$ cat config.mk
export PLATFORM = sky130hd
export DESIGN_NAME = plic_reg_access_flat
export DESIGN_NICKNAME = d
export VERILOG_FILES = /design/src/rtl/plic_reg_access_if.sv /design/src/rtl/plic_reg_access.sv /design/src/flat_wrapper.sv
export SDC_FILE = /design/constraint.sdc
export NUM_CORES = 1
export LEC_CHECK = 0
export ABC_AREA = 1
export CORE_MARGIN = 5
export CORE_UTILIZATION = 39
export CTS_CLUSTER_SIZE = 8
export DETAILED_ROUTE_END_ITERATION = 16
export GPL_TIMING_DRIVEN = 0
export PLACE_DENSITY = 0.87
export SLEW_MARGIN = 20
export SYNTH_ARGS = -nofsm -noshare
export SYNTH_HDL_FRONTEND = slang
export SYNTH_SLANG_ARGS = --single-unit
$ cat constraint.sdc
create_clock -name gated_clk -period 1.6 [get_ports gated_clk]
set_clock_uncertainty 0.05 [all_clocks]
set_input_delay 0.48 -clock gated_clk [delete_from_list [all_inputs] [get_ports gated_clk]]
set_output_delay 0.48 -clock gated_clk [all_outputs]
set_load 0.005 [all_outputs]
$ cat src/rtl/plic_reg_access_if.sv
`default_nettype none
// ============================================================================
//  Module      : plic_reg_access_if
//  Description : SRAM-style request/response bus between the PLIC APB bridge
//                and the register engine.
//  Revision    : 1.0 - initial release
// ============================================================================
interface plic_reg_access_if #(
   parameter int MEM_ADDR_WIDTH = 13
);
   logic                      mem_csb_i;
   logic                      mem_rwb_i;
   logic [MEM_ADDR_WIDTH-1:0] mem_addr_i;
   logic [3:0]                mem_wm_i;
   logic [31:0]               mem_wdata_i;
   logic                      pri_acc_i;
   logic                      mem_rdy_o;
   logic [31:0]               mem_rdata_o;
   logic                      error_o;

   modport master (
      output mem_csb_i, mem_rwb_i, mem_addr_i, mem_wm_i, mem_wdata_i, pri_acc_i,
      input  mem_rdy_o, mem_rdata_o, error_o
   );

   modport slave (
      input  mem_csb_i, mem_rwb_i, mem_addr_i, mem_wm_i, mem_wdata_i, pri_acc_i,
      output mem_rdy_o, mem_rdata_o, error_o
   );
endinterface
`default_nettype wire

$ cat src/rtl/plic_reg_access.sv
`default_nettype none
// ============================================================================
//  Module      : plic_reg_access
//  Description : PLIC register engine: decodes bridge requests into priority/
//                enable SRAM, threshold flops and the claim/complete handshake.
//                Define PLIC_REG_PRIV_CHK_EN to reject unprivileged writes.
//  Revision    : 1.0 - initial release
// ============================================================================
module plic_reg_access #(
   parameter  int NUM_CTX        = 4,
   parameter  int PRIO_W         = 3,
   parameter  int MEM_ADDR_WIDTH = 13,
   parameter  int CLAIM_TO       = 15,
   localparam int CTX_W          = (NUM_CTX > 1) ? $clog2(NUM_CTX) : 1
) (
   input  wire logic                      gated_clk,
   input  wire logic                      prst_n_i,
   plic_reg_access_if.slave               bus,
   output logic                           sram_cs_o,
   output logic                           sram_we_o,
   output logic [6:0]                     sram_addr_o,
   output logic [3:0]                     sram_bwe_o,
   output logic [31:0]                    sram_wdata_o,
   input  wire logic [31:0]               sram_rdata_i,
   input  wire logic [63:0]               pending_i,
   output logic [NUM_CTX*PRIO_W-1:0]      thr_o,
   output logic                           claim_req_o,
   output logic [CTX_W-1:0]               claim_ctx_o,
   input  wire logic                      claim_ack_i,
   input  wire logic [5:0]                claim_id_i,
   output logic                           complete_vld_o,
   output logic [5:0]                     complete_id_o
);

   localparam logic [7:0] c_CLAIM_TO = 8'(CLAIM_TO);

   typedef enum logic [2:0] {
      IDLE   = 3'd0,
      S_RD   = 3'd1,
      S_WAIT = 3'd2,
      S_WR   = 3'd3,
      CLAIM  = 3'd4,
      RESP   = 3'd5
   } state_t;

   state_t r_state;
   state_t w_state_nxt;

   logic [31:0]       r_rdata;
   logic              r_err;
   logic [6:0]        r_sram_idx;
   logic [3:0]        r_wm;
   logic [31:0]       r_wdata;
   logic [7:0]        r_cnt;
   logic [CTX_W-1:0]  r_ctx;
   logic              r_cmpl_vld;
   logic [5:0]        r_cmpl_id;
   logic [PRIO_W-1:0] r_thr [NUM_CTX];

   logic [MEM_ADDR_WIDTH-1:0] w_addr;
   logic [12:0]       w_a;
   logic              w_is_prio;
   logic              w_is_pend;
   logic              w_is_en;
   logic              w_is_ctx;
   logic [8:0]        w_ctx_raw;
   logic              w_ctx_ok;
   logic              w_dec_err;
   logic              w_priv_err;
   logic              w_err;
   logic [CTX_W-1:0]  w_ctx;
   logic              w_sram_hit;
   logic              w_claim_rd;
   logic [6:0]        w_sram_idx;
   logic [31:0]       w_sram_wdata;
   logic [31:0]       w_pend_word;
   logic              w_unused;

   assign w_addr   = bus.mem_addr_i;
   assign w_unused = &{1'b0, w_addr, pending_i[0], bus.pri_acc_i};

   // Address decode of the live request; only consumed in IDLE.
   always_comb begin
      w_a       = w_addr[12:0];
      w_is_prio = (w_a[12:8] == 5'd0);
      w_is_pend = (w_a[12:3] == 10'h080);
      w_is_en   = (w_a[12:11] == 2'b01);
      w_is_ctx  = w_a[12];
      w_ctx_raw = w_a[12] ? w_a[11:3] : {1'b0, w_a[10:3]};
      w_ctx_ok  = (int'(w_ctx_raw) < NUM_CTX);
      w_dec_err = !(w_is_prio || (w_is_pend && !bus.mem_rwb_i) ||
                    ((w_is_en || w_is_ctx) && w_ctx_ok));
`ifdef PLIC_REG_PRIV_CHK_EN
      w_priv_err = bus.mem_rwb_i && !bus.pri_acc_i;
`else
      w_priv_err = 1'b0;
`endif
      w_err        = w_dec_err || w_priv_err;
      w_ctx        = w_ctx_raw[CTX_W-1:0];
      w_sram_hit   = !w_err && ((w_is_prio && (w_a[7:2] != 6'd0)) || w_is_en);
      w_claim_rd   = !w_err && w_is_ctx && w_a[2] && !bus.mem_rwb_i;
      w_sram_idx   = w_is_prio ? {1'b0, w_a[7:2]} : {1'b1, w_ctx_raw[4:0], w_a[2]};
      w_sram_wdata = w_is_prio ? 32'(bus.mem_wdata_i[PRIO_W-1:0]) : bus.mem_wdata_i;
      w_pend_word  = w_a[2] ? pending_i[63:32] : {pending_i[31:1], 1'b0};
   end

   always_ff @(posedge gated_clk or negedge prst_n_i) begin
      if (!prst_n_i) r_state <= IDLE;
      else           r_state <= w_state_nxt;
   end

   always_comb begin
      w_state_nxt   = r_state;
      bus.mem_rdy_o = 1'b0;
      sram_cs_o     = 1'b0;
      sram_we_o     = 1'b0;
      sram_addr_o   = '0;
      sram_bwe_o    = '0;
      sram_wdata_o  = '0;
      claim_req_o   = 1'b0;
      case (r_state)
         IDLE: begin
            bus.mem_rdy_o = 1'b1;
            if (!bus.mem_csb_i) begin
               if (w_sram_hit)      w_state_nxt = bus.mem_rwb_i ? S_WR : S_RD;
               else if (w_claim_rd) w_state_nxt = CLAIM;
               else                 w_state_nxt = RESP;
            end
         end
         S_RD: begin
            sram_cs_o   = 1'b1;
            sram_addr_o = r_sram_idx;
            w_state_nxt = S_WAIT;
         end
         S_WAIT: w_state_nxt = RESP;
         S_WR: begin
            sram_cs_o    = 1'b1;
            sram_we_o    = 1'b1;
            sram_addr_o  = r_sram_idx;
            sram_bwe_o   = r_wm;
            sram_wdata_o = r_wdata;
            w_state_nxt  = RESP;
         end
         CLAIM: begin
            claim_req_o = 1'b1;
            if ((r_cnt == c_CLAIM_TO) || claim_ack_i) w_state_nxt = RESP;
         end
         RESP: begin
            bus.mem_rdy_o = 1'b1;
            w_state_nxt   = IDLE;
         end
         default: w_state_nxt = IDLE;
      endcase
   end

   always_ff @(posedge gated_clk or negedge prst_n_i) begin
      if (!prst_n_i) begin
         r_rdata    <= '0;
         r_err      <= 1'b0;
         r_sram_idx <= '0;
         r_wm       <= '0;
         r_wdata    <= '0;
         r_cnt      <= '0;
         r_ctx      <= '0;
         r_cmpl_vld <= 1'b0;
         r_cmpl_id  <= '0;
         for (int i = 0; i < NUM_CTX; i++) r_thr[i] <= '0;
      end else begin
         r_cmpl_vld <= 1'b0;
         case (r_state)
            IDLE: begin
               if (!bus.mem_csb_i) begin
                  r_rdata    <= '0;
                  r_err      <= w_err;
                  r_sram_idx <= w_sram_idx;
                  r_wm       <= bus.mem_wm_i;
                  r_wdata    <= w_sram_wdata;
                  if (!w_err) begin
                     if (w_is_pend) begin
                        r_rdata <= w_pend_word;
                     end else if (w_is_ctx && !w_a[2]) begin
                        if (!bus.mem_rwb_i)       r_rdata <= 32'(r_thr[w_ctx]);
                        else if (bus.mem_wm_i[0]) r_thr[w_ctx] <= bus.mem_wdata_i[PRIO_W-1:0];
                     end else if (w_is_ctx) begin
                        r_ctx <= w_ctx;
                        // A complete with byte 0 masked off is silently dropped.
                        if (bus.mem_rwb_i && bus.mem_wm_i[0]) begin
                           r_cmpl_vld <= 1'b1;
                           r_cmpl_id  <= bus.mem_wdata_i[5:0];
                        end
                     end
                  end
               end
            end
            S_WAIT: r_rdata <= sram_rdata_i;
            CLAIM: begin
               // Timeout wins over a late ack arriving in the same cycle.
               if (r_cnt == c_CLAIM_TO) begin
                  r_rdata <= '0;
                  r_cnt   <= '0;
               end else if (claim_ack_i) begin
                  r_rdata <= {26'b0, claim_id_i};
                  r_cnt   <= '0;
               end else begin
                  r_cnt <= r_cnt + 8'd1;
               end
            end
            default: ;
         endcase
      end
   end

   generate
      for (genvar g = 0; g < NUM_CTX; g++) begin : g_thr
         assign thr_o[g*PRIO_W +: PRIO_W] = r_thr[g];
      end
   endgenerate

   assign bus.mem_rdata_o = r_rdata;
   assign bus.error_o     = r_err;
   assign claim_ctx_o     = r_ctx;
   assign complete_vld_o  = r_cmpl_vld;
   assign complete_id_o   = r_cmpl_id;

endmodule
`default_nettype wire

$ cat src/flat_wrapper.sv
// flat-port wrapper written by rule: the top's interface ports become plain ports
module plic_reg_access_flat 
#(
   parameter  int NUM_CTX        = 4,
   parameter  int PRIO_W         = 3,
   parameter  int MEM_ADDR_WIDTH = 13,
   parameter  int CLAIM_TO       = 15,
   localparam int CTX_W          = (NUM_CTX > 1) ? $clog2(NUM_CTX) : 1
)
  (gated_clk, prst_n_i, sram_cs_o, sram_we_o, sram_addr_o, sram_bwe_o, sram_wdata_o, sram_rdata_i, pending_i, thr_o, claim_req_o, claim_ctx_o, claim_ack_i, claim_id_i, complete_vld_o, complete_id_o, bus_mem_csb_i, bus_mem_rwb_i, bus_mem_addr_i, bus_mem_wm_i, bus_mem_wdata_i, bus_pri_acc_i, bus_mem_rdy_o, bus_mem_rdata_o, bus_error_o);
  plic_reg_access_if #(.MEM_ADDR_WIDTH(MEM_ADDR_WIDTH)) bus_i ();
  input  wire logic gated_clk;
  input  wire logic prst_n_i;
  output logic sram_cs_o;
  output logic sram_we_o;
  output logic [6:0] sram_addr_o;
  output logic [3:0] sram_bwe_o;
  output logic [31:0] sram_wdata_o;
  input  wire logic [31:0] sram_rdata_i;
  input  wire logic [63:0] pending_i;
  output logic [NUM_CTX*PRIO_W-1:0] thr_o;
  output logic claim_req_o;
  output logic [CTX_W-1:0] claim_ctx_o;
  input  wire logic claim_ack_i;
  input  wire logic [5:0] claim_id_i;
  output logic complete_vld_o;
  output logic [5:0] complete_id_o;
  input wire logic [$bits(bus_i.mem_csb_i)-1:0] bus_mem_csb_i;
  input wire logic [$bits(bus_i.mem_rwb_i)-1:0] bus_mem_rwb_i;
  input wire logic [$bits(bus_i.mem_addr_i)-1:0] bus_mem_addr_i;
  input wire logic [$bits(bus_i.mem_wm_i)-1:0] bus_mem_wm_i;
  input wire logic [$bits(bus_i.mem_wdata_i)-1:0] bus_mem_wdata_i;
  input wire logic [$bits(bus_i.pri_acc_i)-1:0] bus_pri_acc_i;
  output wire logic [$bits(bus_i.mem_rdy_o)-1:0] bus_mem_rdy_o;
  output wire logic [$bits(bus_i.mem_rdata_o)-1:0] bus_mem_rdata_o;
  output wire logic [$bits(bus_i.error_o)-1:0] bus_error_o;
  assign bus_i.mem_csb_i = bus_mem_csb_i;
  assign bus_i.mem_rwb_i = bus_mem_rwb_i;
  assign bus_i.mem_addr_i = bus_mem_addr_i;
  assign bus_i.mem_wm_i = bus_mem_wm_i;
  assign bus_i.mem_wdata_i = bus_mem_wdata_i;
  assign bus_i.pri_acc_i = bus_pri_acc_i;
  assign bus_mem_rdy_o = bus_i.mem_rdy_o;
  assign bus_mem_rdata_o = bus_i.mem_rdata_o;
  assign bus_error_o = bus_i.error_o;
  plic_reg_access #(.NUM_CTX(NUM_CTX), .PRIO_W(PRIO_W), .MEM_ADDR_WIDTH(MEM_ADDR_WIDTH), .CLAIM_TO(CLAIM_TO)) u_core (.gated_clk(gated_clk), .prst_n_i(prst_n_i), .bus(bus_i), .sram_cs_o(sram_cs_o), .sram_we_o(sram_we_o), .sram_addr_o(sram_addr_o), .sram_bwe_o(sram_bwe_o), .sram_wdata_o(sram_wdata_o), .sram_rdata_i(sram_rdata_i), .pending_i(pending_i), .thr_o(thr_o), .claim_req_o(claim_req_o), .claim_ctx_o(claim_ctx_o), .claim_ack_i(claim_ack_i), .claim_id_i(claim_id_i), .complete_vld_o(complete_vld_o), .complete_id_o(complete_id_o));
endmodule
* Yosys cells after proc, flatten, opt, wreduce, memory -nomap -nowiden
Index checks and enable logic that the tools add are counted. W data, S select, Z words.
Word-level totals: register bits 108, input port bits 157, output and inout port bits 101, logic and storage cells 104
Cells by class: add/sub/neg operators 1, magnitude comparators 3, eq/ne operators 11, mux-type cells 40, bitwise logic cells 4, reductions and logical operators 31
Operators by type and width (count):
- $mux W32 | 9
- $pmux W32 S3 | 1
- $mux W3 | 7
- $mux W8 | 2
- $mux W7 | 2
- $reduce_and A7 Y1 | 2
- $bwmux W12 | 1
- $mux W1 | 12
- $pmux W3 S4 | 1
- $eq A10 B8 Y1 const B | 1
- $logic_and A1 B1 Y1 | 10
- $lt A9 B3 Y1 const B | 1
- $mux W9 | 1
- $add A8 B1 Y8 const B | 1
- $eq A8 B4 Y1 const B | 1
- $bmux W3 S2 | 1
- $demux W3 S2 | 1
- $eq A3 B2 Y1 const B | 2
- $eq A3 B3 Y1 const B | 2
- $reduce_and A6 Y1 | 1
- $reduce_bool A6 Y1 | 1
- $reduce_or A2 Y1 | 3
- $logic_not A5 Y1 | 1
- $logic_or A1 B1 Y1 | 5
- other kinds (16) | 21

* Longest topological paths before layout
depth after elaboration 11, gate-level depth with buffers 12

* Least setup slack after synthesis
Ideal clock, no wire load.
kind register to output, from register u_core.r_state[2], to output port sram_bwe_o[0], arrival 1.355 ns, required time 1.070 ns, path slack -0.285 ns, stages on the path, launching flop included 7, buffers on the path 1, cells stage by stage dfrtp_1 nor2_1 inv_2 nor2_1 inv_2 clkbuf_1 nor2_1
Between the ends: cells in the longest elaborated chain, start to end 2
RTL lines:
- start, declared | RTL line plic_reg_access.sv:46 | state_t r_state;
- start signal, assigned | RTL line plic_reg_access.sv:109 | else r_state <= w_state_nxt;
- $eq A3 B2 Y1 | RTL line plic_reg_access.sv:121 | case (r_state)
- $mux W4 | RTL line plic_reg_access.sv:121
- end, declared | RTL line flat_wrapper.sv:17 | output logic [3:0] sram_bwe_o;
No other way between the ends.

* Final worst setup path
from register u_core.r_state[0], to output port sram_wdata_o[2]
Between the ends: cells in the longest elaborated chain, start to end 2
RTL lines:
- $eq A3 B2 Y1 | RTL line plic_reg_access.sv:121
- $mux W32 | RTL line plic_reg_access.sv:121
- end, declared | RTL line flat_wrapper.sv:18 | output logic [31:0] sram_wdata_o;
No other way between the ends.

==> flow_summary.yaml <==
cts:
  cts.clk_slew.worst_paths_ns: 0.09
  cts.sinks: 108
  cts_root_buf: "clkbuf_16"
  htreeDepth: 3
  clk_latency_ns: 0.37
  cts_tree: "built"
  cts_buffers: 9
  cts_max_path_buffers: 2
place:
  port_buffers: 251
  post-place-ws_ns: -0.985
  dp_hpwl_mm: 16.7
  routabilityCongestion: 0.911
sta:
  setup_viol: 150
  fmax_mhz: 415
  worst_slack_ns: -0.808
  hold_viol_final: 0
  fin_crit_ns: 2.41
  tns_ns: -72.87
  rsz0062_at_grt: "yes"
  finalCritPeriodShare: 1.51
  drv_slew: 0
  max_slew.worst_pin.slew_ns: 0.898
  max_slew_margin: 0.401
  hold_ws_ns: 0.0412
synthesis:
  ys_ff_latch: 108
  synth.area.top_cells: "dfrtp_1 (45%), nand2_1 (21%), nand3_1 (7.3%)"
  ys_types: 33
  netlist_area_sq_um: 5940
  synth_top_area_share: 0.455
  synth_cells: 850
  yosysSeqAreaShare: 0.455
  synth_top_area_cell: "dfrtp_1"
  synth_area_per_cell_sq_um: 6.99
  yosys_warnings: 0
  synth_nets: 1008
floorplanning:
  core_sq_um: 15100
  io-pin-count: 258
  dieArea_sq_um: 17800
  die_height_um: 133
  initial_utilization: 0.394
  rows: 45
  die_x_um: 133
power_and_ir_drop:
  seqPwrFrac: 0.256
  p_per_area_nw_per_um2: 1390
  p_total_mw: 15.8
  ir_drop_mv: 0.836
  pwr-share-clk: 0.146
  leakage_nw: 5.62
  p_switching_mw: 6.76
  p_int_mw: 9.03
  swShare: 0.428
  comb_power_share: 0.598
detailed_routing:
  viasPerCell: 5.56
  first_iter_violations: 692
  drt-wirelength-per-cell_um: 20.9
  ant_nets: 0
  drc_errors: 0
  wirelength_mm: 29.5
  vias: 7860
  drtPass1Iterations: 6
setup_path:
  worst_setup_path_start_kind: "flop"
  cp.required_ns: 1.07
  cp-startpoint: "u_core.r_state[0]"
  path_max_fanout: 6
  cp-end-kind: "primary output"
  worstPathArrival_ns: 1.88
  r2r_start: "u_core.r_state[0]"
  crit_type: "reg -> out"
global_routing:
  grt_overflow_total: 0
  grt_pass1_wl_mm: 40.7
  antenna_found_initial: 6
  grt.total_usage: 0.291
  grt_pass1_vias: 7375
  grt_max_degree: 60
run_status:
  status: "complete, but fails checks"
  failed_checks: "setup timing"
layout:
  finalNetCount: 1374
  drive_gt1_frac: 0.355
  fin_util: 0.751
  area_delta_synth_final_pct: 90.7
job:
  cap_violations: 0
worst_hold_path:
  hp-class: "in -> async"
-- synth_stat cells, drive strengths merged --
library cell,count
o21bai,1
o21ai,56
dfrtp,108
a21oi,34
o22ai,6
nor3,2
nor2,71
clkinv,1
xnor2,1
clkbuf,19
nand4,7
ha,1
o21a,1
nand3,88
buf,25
inv,83
nor4,1
nand2,342
xor2,3
-- state kept, by name, indices dropped and copies added, names as in the netlist --
| signal | count |
|---|---|
| u_core.r_sram_idx | 7 |
| u_core.r_state | 3 |
| u_core.r_wdata | 32 |
| u_core.complete_vld_o | 1 |
| u_core.complete_id_o | 6 |
| u_core.claim_ctx_o | 2 |
| u_core.r_wm | 4 |
| u_core.r_cnt | 8 |
| u_core.bus.error_o | 1 |
| u_core.thr_o | 12 |
| u_core.bus.mem_rdata_o | 32 |
-- per-layer routing --
metal / global-route usage / up-vias / wire (um) / share of wire
li1: - / 3418 / - / -
met1: 0.354 / 3745 / 10900 / 0.37
met2: 0.486 / 537 / 14200 / 0.48
met3: 0.0529 / 156 / 2390 / 0.081
met4: 0.162 / 4 / 2100 / 0.071
met5: 0 / - / 14 / 0.00047
-- power by group through the flow --
| stage | logic (mW) | registers, mW | clock network, mW |
|---|---|---|---|
| final | 9.45 | 4.04 | 2.30 |
| after global placement | 4.99 | 3.94 | 0 |
| after global routing | 9.94 | 4.10 | 2.42 |
| after CTS | 7.85 | 3.92 | 2.26 |
| after detailed placement | 5.13 | 3.97 | 0 |
| after floorplan | 3.05 | 3.92 | 0 |
-- per-stage QoR --
step | std cells | instance area (sq um)
after global placement | 1289 | 9060
after global routing | 1413 | 11300
after floorplan | 850 | 6310
after CTS | 1390 | 10600
final | 1413 | 11300
after detailed placement | 1290 | 9090
-- critical path, cell delays in order, from the launching register on --
cell             delay (ns)
dfrtp_1                0.46
inv_2                  0.10
nor2_4                 0.15
inv_4                  0.05
nor2_4                 0.15
buf_4                  0.15
inv_2                  0.09
nor2_2                 0.13
clkdlybuf4s15_2        0.24
-- cells by family after synthesis --
kind of cell	synth area share
xor gates and xnor gates	0.00590
and+or+nand+nor	0.357
AOI/OAI and AO/OA	0.0872
adders and majority gates	0.00211
DFF	0.455
buffers and inverters	0.0931
-- layout by cell type (no fill, tap or decap), types with 6 or more instances in the layout --
master,synthesis,layout
buf_6,4,46
clkdlybuf4s15_2,0,7
nand3_2,1,35
buf_8,0,20
o21ai_1,8,22
nor2_4,3,52
o21ai_2,1,26
a21oi_1,33,31
clkdlybuf4s50_1,0,139
clkdlybuf4s15_1,0,12
inv_1,78,71
nor2_2,4,8
buf_4,8,55
buf_2,10,34
dlygate4sd2_1,0,49
nand2_1,340,267
nor2_1,64,12
inv_2,5,6
clkbuf_1,19,8
nand2_2,1,53
clkbuf_16,0,19
nand2_4,1,22
nand3_1,87,48
o21ai_0,47,6
dfrtp_1,108,107
-- layout make-up --
cell class              instances  area [sq um]
inverters                      84           338
plain buffers                  40           444
diodes                          4          10.0
repair buffers                357          3540
clock inverters                 7          68.8
fillers                       948          3760
well taps                     188           235
clock buffers                   9           225
flip-flops and latches        108          2700
repair inverters                1          3.75
multi-input cells             615          3760
-- worst paths after layout --
check / slack [ns] / endpoint / cells past startpoint
min: 0.04 / u_core.r_wdata[5] / 1
min in group gated_clk: 0.34 / u_core.r_sram_idx[1] / 3
max reg2reg: -0.54 / u_core.r_wdata[18] / 13
max in group asynchronous: 0.78 / u_core.bus.mem_rdata_o[26] / 2
max: -0.81 / sram_wdata_o[2] / 8
min reg2reg: 0.43 / u_core.bus.mem_rdata_o[8] / 2
-- what timing repair did --
action                     in CTS  in global routing
resized for setup             477                194
hold buffers                    0                  0
setup endpoints to repair     201                158
pin swaps                      59                 37
setup buffers                  67                 27
cloned                         19                  3
No activity file was read; power rests on OpenSTA's default activity.
